`config.mk`:
```
export PLATFORM = sky130hd
export DESIGN_NAME = multicycle_control
export DESIGN_NICKNAME = d
export VERILOG_FILES = /design/src/rtl/multicycle_control.sv
export SDC_FILE = /design/constraint.sdc
export NUM_CORES = 1
export LEC_CHECK = 0
export ABC_AREA = 1
export CORE_UTILIZATION = 30
export CTS_BUF_LIST = sky130_fd_sc_hd__clkbuf_16
export CTS_CLUSTER_SIZE = 25
export DETAILED_ROUTE_END_ITERATION = 12
export GPL_ROUTABILITY_DRIVEN = 0
export HOLD_SLACK_MARGIN = 0.06
export PLACE_DENSITY = 0.65
export SYNTH_ARGS = -nofsm -noshare
export SYNTH_HDL_FRONTEND = slang
export SYNTH_SLANG_ARGS = --single-unit
```
`constraint.sdc`:
```
create_clock -name clk_i -period 3.67 [get_ports clk_i]
set_input_delay 0.9175 -clock clk_i [delete_from_list [all_inputs] [get_ports clk_i]]
set_output_delay 0.9175 -clock clk_i [all_outputs]
set_load 0.05 [all_outputs]
```
`src/rtl/multicycle_control.sv`:
```
// multicycle_control: control FSM for a shared-memory multicycle RV32I core.
// Sequences mux selects, ALU op and strobes; counts retirements; traps.
module multicycle_control #(
  parameter int TIMEOUT = 16,
  parameter int CNT_W   = 32
) (
  input  logic             clk_i,
  input  logic             rst_ni,
  input  logic [6:0]       op_i,
  input  logic [2:0]       funct3_i,
  input  logic             funct7b5_i,
  input  logic             zero_i,
  input  logic             mem_ready_i,
  output logic             pc_write_o,
  output logic             adr_src_o,
  output logic             mem_read_o,
  output logic             mem_write_o,
  output logic             ir_write_o,
  output logic [1:0]       result_src_o,
  output logic [1:0]       alu_src_a_o,
  output logic [1:0]       alu_src_b_o,
  output logic [1:0]       imm_src_o,
  output logic [2:0]       alu_control_o,
  output logic             reg_write_o,
  output logic             trap_o,
  output logic [1:0]       trap_cause_o,
  output logic [3:0]       state_dbg_o,
  output logic [CNT_W-1:0] instr_retired_o
);

  typedef enum logic [3:0] {
    S_FETCH    = 4'd0,
    S_DECODE   = 4'd1,
    S_MEMADR   = 4'd2,
    S_MEMREAD  = 4'd3,
    S_MEMWB    = 4'd4,
    S_MEMWRITE = 4'd5,
    S_EXECR    = 4'd6,
    S_ALUWB    = 4'd7,
    S_EXECI    = 4'd8,
    S_JAL      = 4'd9,
    S_BEQ      = 4'd10,
    S_TRAP     = 4'd15
  } state_e;

  localparam logic [6:0] OP_LW  = 7'b0000011;
  localparam logic [6:0] OP_SW  = 7'b0100011;
  localparam logic [6:0] OP_R   = 7'b0110011;
  localparam logic [6:0] OP_I   = 7'b0010011;
  localparam logic [6:0] OP_BEQ = 7'b1100011;
  localparam logic [6:0] OP_JAL = 7'b1101111;

  localparam logic [2:0] ALU_ADD = 3'b000;
  localparam logic [2:0] ALU_SUB = 3'b001;
  localparam logic [2:0] ALU_AND = 3'b010;
  localparam logic [2:0] ALU_OR  = 3'b011;
  localparam logic [2:0] ALU_SLT = 3'b101;

  localparam logic [1:0] C_OPC = 2'b01;
  localparam logic [1:0] C_FN  = 2'b10;
  localparam logic [1:0] C_TO  = 2'b11;

  localparam int WW =
    (TIMEOUT > 0) ? $clog2(TIMEOUT + 1) : 1;
  localparam logic [WW-1:0] WAIT_MAX =
    (TIMEOUT > 0) ? WW'(TIMEOUT - 1) : '0;

  state_e           state_q, state_d;
  logic [WW-1:0]    wait_q, wait_d;
  logic             trap_q;
  logic [1:0]       cause_q, cause_d;
  logic [CNT_W-1:0] cnt_q;
  logic             retire;
  logic             waiting;
  logic             timed_out;
  logic             f3_ok;
  logic             sub_ok;
  logic [2:0]       alu_dec;

  assign f3_ok = (funct3_i == 3'b000)
               | (funct3_i == 3'b010)
               | (funct3_i == 3'b110)
               | (funct3_i == 3'b111);

  assign waiting = (state_q == S_FETCH)
                 | (state_q == S_MEMREAD)
                 | (state_q == S_MEMWRITE);

  assign timed_out = (TIMEOUT != 0)
                   & (wait_q == WAIT_MAX)
                   & ~mem_ready_i;

  // next state, trap cause and retirement
  always_comb begin
    state_d = state_q;
    cause_d = cause_q;
    retire  = 1'b0;
    unique case (state_q)
      S_FETCH: begin
        if (mem_ready_i) begin
          state_d = S_DECODE;
        end else if (timed_out) begin
          state_d = S_TRAP;
          cause_d = C_TO;
        end
      end
      S_DECODE: begin
        unique case (op_i)
          OP_LW, OP_SW: state_d = S_MEMADR;
          OP_R: begin
            state_d = f3_ok ? S_EXECR : S_TRAP;
            if (!f3_ok) cause_d = C_FN;
          end
          OP_I: begin
            state_d = f3_ok ? S_EXECI : S_TRAP;
            if (!f3_ok) cause_d = C_FN;
          end
          OP_BEQ: begin
            if (funct3_i == 3'b000) begin
              state_d = S_BEQ;
            end else begin
              state_d = S_TRAP;
              cause_d = C_FN;
            end
          end
          OP_JAL: state_d = S_JAL;
          default: begin
            state_d = S_TRAP;
            cause_d = C_OPC;
          end
        endcase
      end
      S_MEMADR: begin
        state_d = op_i[5] ? S_MEMWRITE : S_MEMREAD;
      end
      S_MEMREAD: begin
        if (mem_ready_i) begin
          state_d = S_MEMWB;
        end else if (timed_out) begin
          state_d = S_TRAP;
          cause_d = C_TO;
        end
      end
      S_MEMWB: begin
        state_d = S_FETCH;
        retire  = 1'b1;
      end
      S_MEMWRITE: begin
        if (mem_ready_i) begin
          state_d = S_FETCH;
          retire  = 1'b1;
        end else if (timed_out) begin
          state_d = S_TRAP;
          cause_d = C_TO;
        end
      end
      S_EXECR: state_d = S_ALUWB;
      S_EXECI: state_d = S_ALUWB;
      S_ALUWB: begin
        state_d = S_FETCH;
        retire  = 1'b1;
      end
      S_BEQ: begin
        state_d = S_FETCH;
        retire  = 1'b1;
      end
      S_JAL: state_d = S_ALUWB;
      S_TRAP: state_d = S_TRAP;
      default: state_d = S_TRAP;
    endcase
  end

  // wait counter restarts whenever the state changes
  always_comb begin
    wait_d = wait_q;
    if (state_d != state_q) begin
      wait_d = '0;
    end else if (waiting && !mem_ready_i) begin
      wait_d = wait_q + WW'(1);
    end
  end

  // all architectural control state
  always_ff @(posedge clk_i or negedge rst_ni) begin
    if (!rst_ni) begin
      state_q <= S_FETCH;
      wait_q  <= '0;
      trap_q  <= 1'b0;
      cause_q <= 2'b00;
      cnt_q   <= '0;
    end else begin
      state_q <= state_d;
      wait_q  <= wait_d;
      trap_q  <= (state_d == S_TRAP);
      cause_q <= cause_d;
      cnt_q   <= cnt_q
               + {{(CNT_W-1){1'b0}}, retire};
    end
  end

  assign sub_ok = funct7b5_i
                & (state_q == S_EXECR);

  // ALU op from funct3; sub only for R-type
  always_comb begin
    alu_dec = ALU_ADD;
    unique case (1'b1)
      (funct3_i == 3'b000):
        alu_dec = sub_ok ? ALU_SUB : ALU_ADD;
      (funct3_i == 3'b010): alu_dec = ALU_SLT;
      (funct3_i == 3'b110): alu_dec = ALU_OR;
      (funct3_i == 3'b111): alu_dec = ALU_AND;
      default: alu_dec = ALU_ADD;
    endcase
  end

  // datapath controls, forced low while in reset
  always_comb begin
    pc_write_o    = 1'b0;
    adr_src_o     = 1'b0;
    mem_read_o    = 1'b0;
    mem_write_o   = 1'b0;
    ir_write_o    = 1'b0;
    reg_write_o   = 1'b0;
    result_src_o  = 2'b00;
    alu_src_a_o   = 2'b00;
    alu_src_b_o   = 2'b00;
    imm_src_o     = 2'b00;
    alu_control_o = ALU_ADD;
    if (rst_ni) begin
      unique case (state_q)
        S_FETCH: begin
          mem_read_o   = 1'b1;
          alu_src_b_o  = 2'b10;
          result_src_o = 2'b10;
          ir_write_o   = mem_ready_i;
          pc_write_o   = mem_ready_i;
        end
        S_DECODE: begin
          alu_src_a_o = 2'b01;
          alu_src_b_o = 2'b01;
          imm_src_o   =
            (op_i == OP_JAL) ? 2'b11 : 2'b10;
        end
        S_MEMADR: begin
          alu_src_a_o = 2'b10;
          alu_src_b_o = 2'b01;
          imm_src_o   = op_i[5] ? 2'b01 : 2'b00;
        end
        S_MEMREAD: begin
          adr_src_o  = 1'b1;
          mem_read_o = 1'b1;
        end
        S_MEMWB: begin
          result_src_o = 2'b01;
          reg_write_o  = 1'b1;
        end
        S_MEMWRITE: begin
          adr_src_o   = 1'b1;
          mem_write_o = 1'b1;
        end
        S_EXECR: begin
          alu_src_a_o   = 2'b10;
          alu_control_o = alu_dec;
        end
        S_EXECI: begin
          alu_src_a_o   = 2'b10;
          alu_src_b_o   = 2'b01;
          alu_control_o = alu_dec;
        end
        S_ALUWB: reg_write_o = 1'b1;
        S_BEQ: begin
          alu_src_a_o   = 2'b10;
          alu_control_o = ALU_SUB;
          pc_write_o    = zero_i;
        end
        S_JAL: begin
          alu_src_a_o = 2'b01;
          alu_src_b_o = 2'b10;
          pc_write_o  = 1'b1;
        end
        default: pc_write_o = 1'b0;
      endcase
    end
  end

  assign trap_o          = trap_q;
  assign trap_cause_o    = cause_q;
  assign state_dbg_o     = state_q;
  assign instr_retired_o = cnt_q;

endmodule

```
; Word-level counts from Yosys, hierarchy flattened
; Cells that the tools add are included.
[classes]
n_eq_ne = 27
n_reduce_logical = 21
mux = 46
add_sub_neg = 2
n_bitwise = 8
[op_table]
columns = op, n
row1 = 32-bit by 1-bit adder with 32-bit output, 1
row2 = 4-bit case mux with 7 select lines, 1
row3 = 4-bit two-way mux, 5
row4 = 2-bit case mux with 2 select lines, 5
row5 = 4-bit case mux with 5 select lines, 1
row6 = 4-bit by 3-bit equality test with 1-bit output (second input constant), 4
row7 = 4-bit equality test (second input constant), 4
row8 = 2-bit two-way mux, 8
row9 = 2-bit OR reduction, 8
row10 = 1-bit two-way mux, 15
row11 = 3-bit OR reduction, 5
row12 = 7-bit by 6-bit equality test with 1-bit output (second input constant), 2
row13 = 7-bit equality test (second input constant), 2
row14 = 3-bit two-way mux, 4
row15 = 3-bit case mux with 4 select lines, 1
row16 = 5-bit two-way mux, 2
row17 = 4-bit by 2-bit equality test with 1-bit output (second input constant), 2
row18 = 7-bit by 2-bit equality test with 1-bit output (second input constant), 1
row19 = 7-bit by 5-bit equality test with 1-bit output (second input constant), 1
row20 = 3-bit equality test (second input constant), 2
row21 = 3-bit != test (second input constant), 2
row22 = 2-bit case mux with 3 select lines, 1
row23 = 3-bit case mux with 2 select lines, 1
row24 = 6-bit AND reduction, 1
row25 = 18 further kinds, 25
[totals]
ff_bits = 44
out_inout_bits = 56
wordCells = 109

; Depth between registers and ports, before layout
[depth]
word_depth = 9
ltp_mapped = 18
ltp_nobuf = 17

; Least setup slack after synthesis
; No wires, ideal clock.
[synth_timing]
path_type = input-to-output
from = in rst_ni
to = out result_src_o[0]
path_buffers = 0
path_stages = 2
slack_ns = 0.287
required_time_ns = 2.753
t_arrival_ns = 2.466
cell_sequence = inv_1 -> nor4_1
[synth_via]
elab_chain_len = 1
[synth_lines]
columns = item, line
row1 = from (decl), 8  ; input logic rst_ni,
row2 = 2-bit two-way mux, 230  ; if (rst_ni) begin
row3 = to (decl), 19  ; output logic [1:0] result_src_o,
; No other way between the ends.

; Worst setup path in the final report
[layout_timing]
from = in op_i[4]
to = out imm_src_o[0]
[layout_via]
elab_chain_len = 4
[layout_lines]
columns = item, line
row1 = from (decl), 9  ; input logic [6:0] op_i,
row2 = 7-bit equality test, 243  ; (op_i == OP_JAL) ? 2'b11 : 2'b10;
row3 = 1-bit two-way mux, 243
row4 = 2-bit case mux with 2 select lines, 231  ; unique case (state_q)
row5 = 2-bit two-way mux, 230
row6 = to (decl), 22  ; output logic [1:0] imm_src_o,
; No other way between the ends.

==> metrics.yaml <==
sta:
  report.final.slew_viol_count: 0
  setup_ws_ps: 418
  timing.hold.ws_ps: 442
  rsz0062_at_grt: "false"
  hold_viol_final: 0
  relSlewSlack_pct: 59.9
  fin_crit_sh_pct: 88.6
  worst_pin_slew_ps: 596
  report.final.setup_viol: 0
  period_needed_ps: 3250
  fin_tns_setup_ps: 0
  max_clock_freq_ghz: 0.307
  skew_ps: 3.63
clock_tree:
  cts_repair_resize_count: 0
  cts_inserted_buffers: 5
  cts.sinks: 44
  cts_buffer_depth: 2
  htreeDepth: 2
  tritoncts: "done"
  clock_latency_on_the_worst_skew_pair_ps: 280
  cts_root_buffer: "sky130_fd_sc_hd__clkbuf_16"
  cts.reportedPaths.clkPinSlew_ps: 60
  cts_setup_buffers: 0
  cts-hold-fix-buffers: 0
global_routing:
  gr-total-overflow: 0
  grt_pass1_wl_mm: 10.6
  overall_routing_resource_usage_pct: 15.0
  grt_antenna_before_repair: 0
  vias_in_the_first_global_route: 2317
  grt_start_max_net_pins: 43
critical_path:
  cp_max_fo: 5
  crit_path_class: "in -> out"
  worst_ep_required_time_ps: 2750
  cp-end-kind: "output pin"
  critical_path_arrival_ps: 2330
  critical_path.startpoint_type: "input port"
placement:
  dp.cells: 519
  dp_wirelength_mm: 5.07
  port-buffer-count: 70
  setup_slack_placement_ps: 260
floorplan:
  core_area_um2: 8340
  initial_utilization_pct: 31.5
  die-area_um2: 9150
  boundaryPins: 71
  die_width_um: 95.7
  die_height_um: 95.7
  fp-row-count: 33
cells_and_area:
  num_antenna_cells: 0
  layout_common_cells: "82 x sky130_fd_sc_hd__nand2_1, 52 x sky130_fd_sc_hd__clkdlybuf4s50_1, 47 x sky130_fd_sc_hd__nor2_1, 44 x sky130_fd_sc_hd__dfrtp_1, 40 x sky130_fd_sc_hd__inv_1"
  layout.nets: 440
  layout-area-overhead-vs-synth_pct: 43.1
  filler_cell_count: 832
  layout_commonest_cell: "sky130_fd_sc_hd__nand2_1"
  layout-drive-gt1-share_pct: 13.8
  post_layout_nonfiller_instances: 526
job:
  max_cap_viol_count: 0
synthesis:
  ys_types: 28
  post_synth_instance_area_um2: 2630
  synth_cells: 344
  number_of_synthesized_register_bits: 44
  synth.net_count: 363
  synth-warning-count: 0
  syn-mean-instance-area_um2: 7.65
  synth-seq-area-share_pct: 41.8
drt:
  antenna_left: 0
  via_count: 2461
  drt_wl_total_mm: 6.31
  drt-wirelength-per-cell_um: 12.0
  drt-vias-per-instance: 4.68
  drtPass1Iterations: 4
  drt_iter0_drc: 102
  drc_errors: 0
run_status:
  status: "finished clean"
worst_hold_path:
  hold_path_class: "in -> async"
pwr:
  max-vdd-ir-drop_v: 0.000348
  post-layout-total-power_mw: 2.42
  powerDensity_nw_per_um2: 642
  power.static_leakage_nw: 1.78
[flip-flops by register name, indices dropped and copies added (netlist names)]
name,flops
trap_cause_o,2
trap_o,1
wait_q,5
state_dbg_o,4
instr_retired_o,32
[cell usage after synthesis, drive strengths merged]
| cell | n | area [um^2] |
|---|---|---|
| a21oi | 9 | 45.0 |
| a31oi | 3 | 18.8 |
| and3 | 1 | 6.26 |
| buf | 1 | 7.51 |
| clkbuf | 1 | 3.75 |
| dfrtp | 44 | 1100 |
| ha | 4 | 50.1 |
| inv | 43 | 161 |
| nand2 | 93 | 387 |
| nand3 | 22 | 128 |
| nand4 | 9 | 56.3 |
| nor2 | 60 | 263 |
| nor3 | 8 | 40.0 |
| nor4 | 3 | 25.0 |
| o211ai | 1 | 7.51 |
| o21ai | 9 | 45.0 |
| or2 | 1 | 6.26 |
| xnor2 | 13 | 114 |
| xor2 | 19 | 166 |
[power breakdown]
part	internal [mW]	total, mW	switching, mW
clock	0.244	0.413	0.168
sequential	0.558	0.661	0.103
combinational	0.481	1.34	0.863
[routing by layer]
layer	GRT usage (%)	routed length [um]
met1	19.6	2890
met2	24.5	2930
met3	3.91	445
met4	4.10	41
met5	0	0
[worst max-delay path, cell delays in order]
cell                              delay, ps
sky130_fd_sc_hd__clkdlybuf4s50_1        500
sky130_fd_sc_hd__inv_1                  110
sky130_fd_sc_hd__nand3_1                 90
sky130_fd_sc_hd__nor2_1                 200
sky130_fd_sc_hd__nand2_1                 70
sky130_fd_sc_hd__a21oi_1                260
sky130_fd_sc_hd__buf_12                 180
[final timing paths]
| path | start | to | slack, ps | depth (start not counted) |
|---|---|---|---|---|
| max in group asynchronous | rst_ni | state_dbg_o[0] | 2510 | 2 |
| max reg2reg | state_dbg_o[2] | instr_retired_o[30] | 780 | 16 |
| min in group clk_i | instr_retired_o[31] | instr_retired_o[31] | 480 | 1 |
| max | op_i[4] | imm_src_o[0] | 420 | 7 |
| min reg2reg | instr_retired_o[31] | instr_retired_o[31] | 480 | 1 |
| min | rst_ni | trap_cause_o[1] | 440 | 1 |
[logic make-up (layout without fill, tap and decap cells)]
| group | after synthesis | in the layout | synth area share [%] |
|---|---|---|---|
| AO/OA/AOI/OAI | 22 | 22 | 4.42 |
| adder cells (fa/ha/maj) | 4 | 4 | 1.90 |
| buffers and inverters | 45 | 122 | 6.56 |
| XOR/XNOR | 32 | 32 | 10.7 |
| AND/OR/NAND/NOR | 197 | 197 | 34.6 |
| flip-flops | 44 | 44 | 41.8 |
[cell type report]
cell class	count	area, um^2	area share (%)
clock inverter	2	8.76	0.233
multi-input combinational	255	1360	36.0
clock buffer	5	125	3.32
timing repair buffer	72	881	23.4
inverter	43	161	4.29
sequential	44	1100	29.2
tap	105	131	3.49
[through the flow]
stage	utilization, %	area (um^2)
detailed placement	43.5	3630
finish	45.2	3770
CTS	45.2	3770
global route	45.2	3770
floorplan	-	2630
global placement	43.5	3630
Power figures use the tool's default switching activity.
==> RTL edit (same flow settings) <==
Set the parameter `CNT_W` to 16 (it was 32).
--- a/src/rtl/multicycle_control.sv
+++ b/src/rtl/multicycle_control.sv
@@ -4,3 +4,3 @@
   parameter int TIMEOUT = 16,
-  parameter int CNT_W   = 32
+  parameter int CNT_W   = 16
 ) (
Interface: changed (resized instr_retired_o); port bits go from 71 to 55. The function was not compared with the original's and may differ.
==> RTL edit against the original RTL <==
Global-route usage down 0.29 points. Design area is 28% lower. Non-clock buffer count is 17 lower. Total power down 75%. Core utilization rose by 0.89 points. Routed wire length fell by 29%. Synthesized area down 30%. Count of clock-buffer cells in the layout shrank 2. Worst setup slack improved by 41 ps. Largest power group is now sequential cells. First-iteration DRC count fell by 7.8%. Sequential power down 53%. Sequential cell count shrank 16.
==> RTL edit: results (changes against the original RTL) <==
\begin{tabular}{lr}
\hline
Metric & Value \\
\hline
\multicolumn{2}{l}{\textbf{Synth}} \\
Share of the yosys chip area belonging to registers & 37.9\% (was 41.8\%) \\
Number of library cell types mapped by synthesis & 31 (was 28) \\
Xor-xnor portion of the synthesized cell area & 7.59\% (was 10.7\%) \\
Synth Area in Compound Gates & 7.18\% (was 4.42\%) \\
Adder and majority cell fraction of the synthesized area & 2.71\% (was 1.90\%) \\
Nets in the synthesized netlist & 273 (was 363) \\
Number of synthesized register bits & 28 (was 44) \\
\multicolumn{2}{l}{\textbf{Place}} \\
Buffers on Ports & 54 (was 70) \\
Placed inst area & 0.00265 mm² (was 0.00363 mm²) \\
DP Worst Slack & 222 ps (was 260 ps) \\
Placed cell count & 382 (was 519) \\
\multicolumn{2}{l}{\textbf{Finish}} \\
Fraction of final layout cells sized beyond drive strength 1 & 14.8\% (was 13.8\%) \\
Buffers, non-clock & 55 (was 72) \\
Area taken by flip-flops and latches & 701 µm² (was 0.00110 mm²) \\
Portion of the layout cell area used by non-clock buffers & 26.3\% (was 23.4\%) \\
Net count of the finished layout & 331 (was 440) \\
Area of the multi-input gates & 0.00102 mm² (was 0.00136 mm²) \\
Flip-flop count of the largest register, all copies and words added & 16 (was 32) \\
\multicolumn{2}{l}{\textbf{Clock network}} \\
Clock latency at the later pin of the worst-skew pair & 260 ps (was 280 ps) \\
\multicolumn{2}{l}{\textbf{STA}} \\
Rel. slew slack & 65.1\% (was 59.9\%) \\
Clock tree skew after final layout & 3.50 ps (was 3.63 ps) \\
\multicolumn{2}{l}{\textbf{Pwr}} \\
Total sequential power & 0.308 mW (was 0.661 mW) \\
Largest vdd supply drop & 0.159 mV (was 0.348 mV) \\
Highest-power group & sequential cells (was combinational logic) \\
\multicolumn{2}{l}{\textbf{Route}} \\
Overall routed net length & 4460 µm (was 6310 µm) \\
Routed length on met2 & 2070 µm (was 2930 µm) \\
Number of vias per cell & 4.62 (was 4.68) \\
Via count of the routed design & 1783 (was 2461) \\
Initial DRC count & 94 (was 102) \\
\multicolumn{2}{l}{\textbf{Hold path}} \\
Min-Delay Path Class & reg2reg (was in2async) \\
\multicolumn{2}{l}{\textbf{Outcome}} \\
Status & finished clean (unchanged) \\
\multicolumn{2}{l}{\textbf{GRT}} \\
M1 GR Usage & 19.5\% (was 19.6\%) \\
\hline
\end{tabular}
-- RTL edit: cell count changes after synthesis, moves of 6 or more --
cell                      delta
sky130_fd_sc_hd__dfrtp_1    -16
sky130_fd_sc_hd__inv_1      -14
sky130_fd_sc_hd__nand2_1    -18
sky130_fd_sc_hd__nand2_2     -7
sky130_fd_sc_hd__nor2_1     -10
sky130_fd_sc_hd__nor2_2      -6
sky130_fd_sc_hd__xnor2_1     -7
sky130_fd_sc_hd__xor2_1      -9
-- RTL edit: worst paths after layout --
kind / cells after the start / slack [ps] / to / from
setup / recovery: 4 / 460 / ir_write_o / rst_ni
hold / removal: 1 / 480 / instr_retired_o[15] / instr_retired_o[15]
setup reg to reg: 15 / 990 / instr_retired_o[14] / state_dbg_o[1]
hold reg to reg: 1 / 480 / instr_retired_o[15] / instr_retired_o[15]
max in group asynchronous: 2 / 2200 / state_dbg_o[0] / rst_ni
min in group asynchronous: 1 / 870 / trap_cause_o[0] / rst_ni
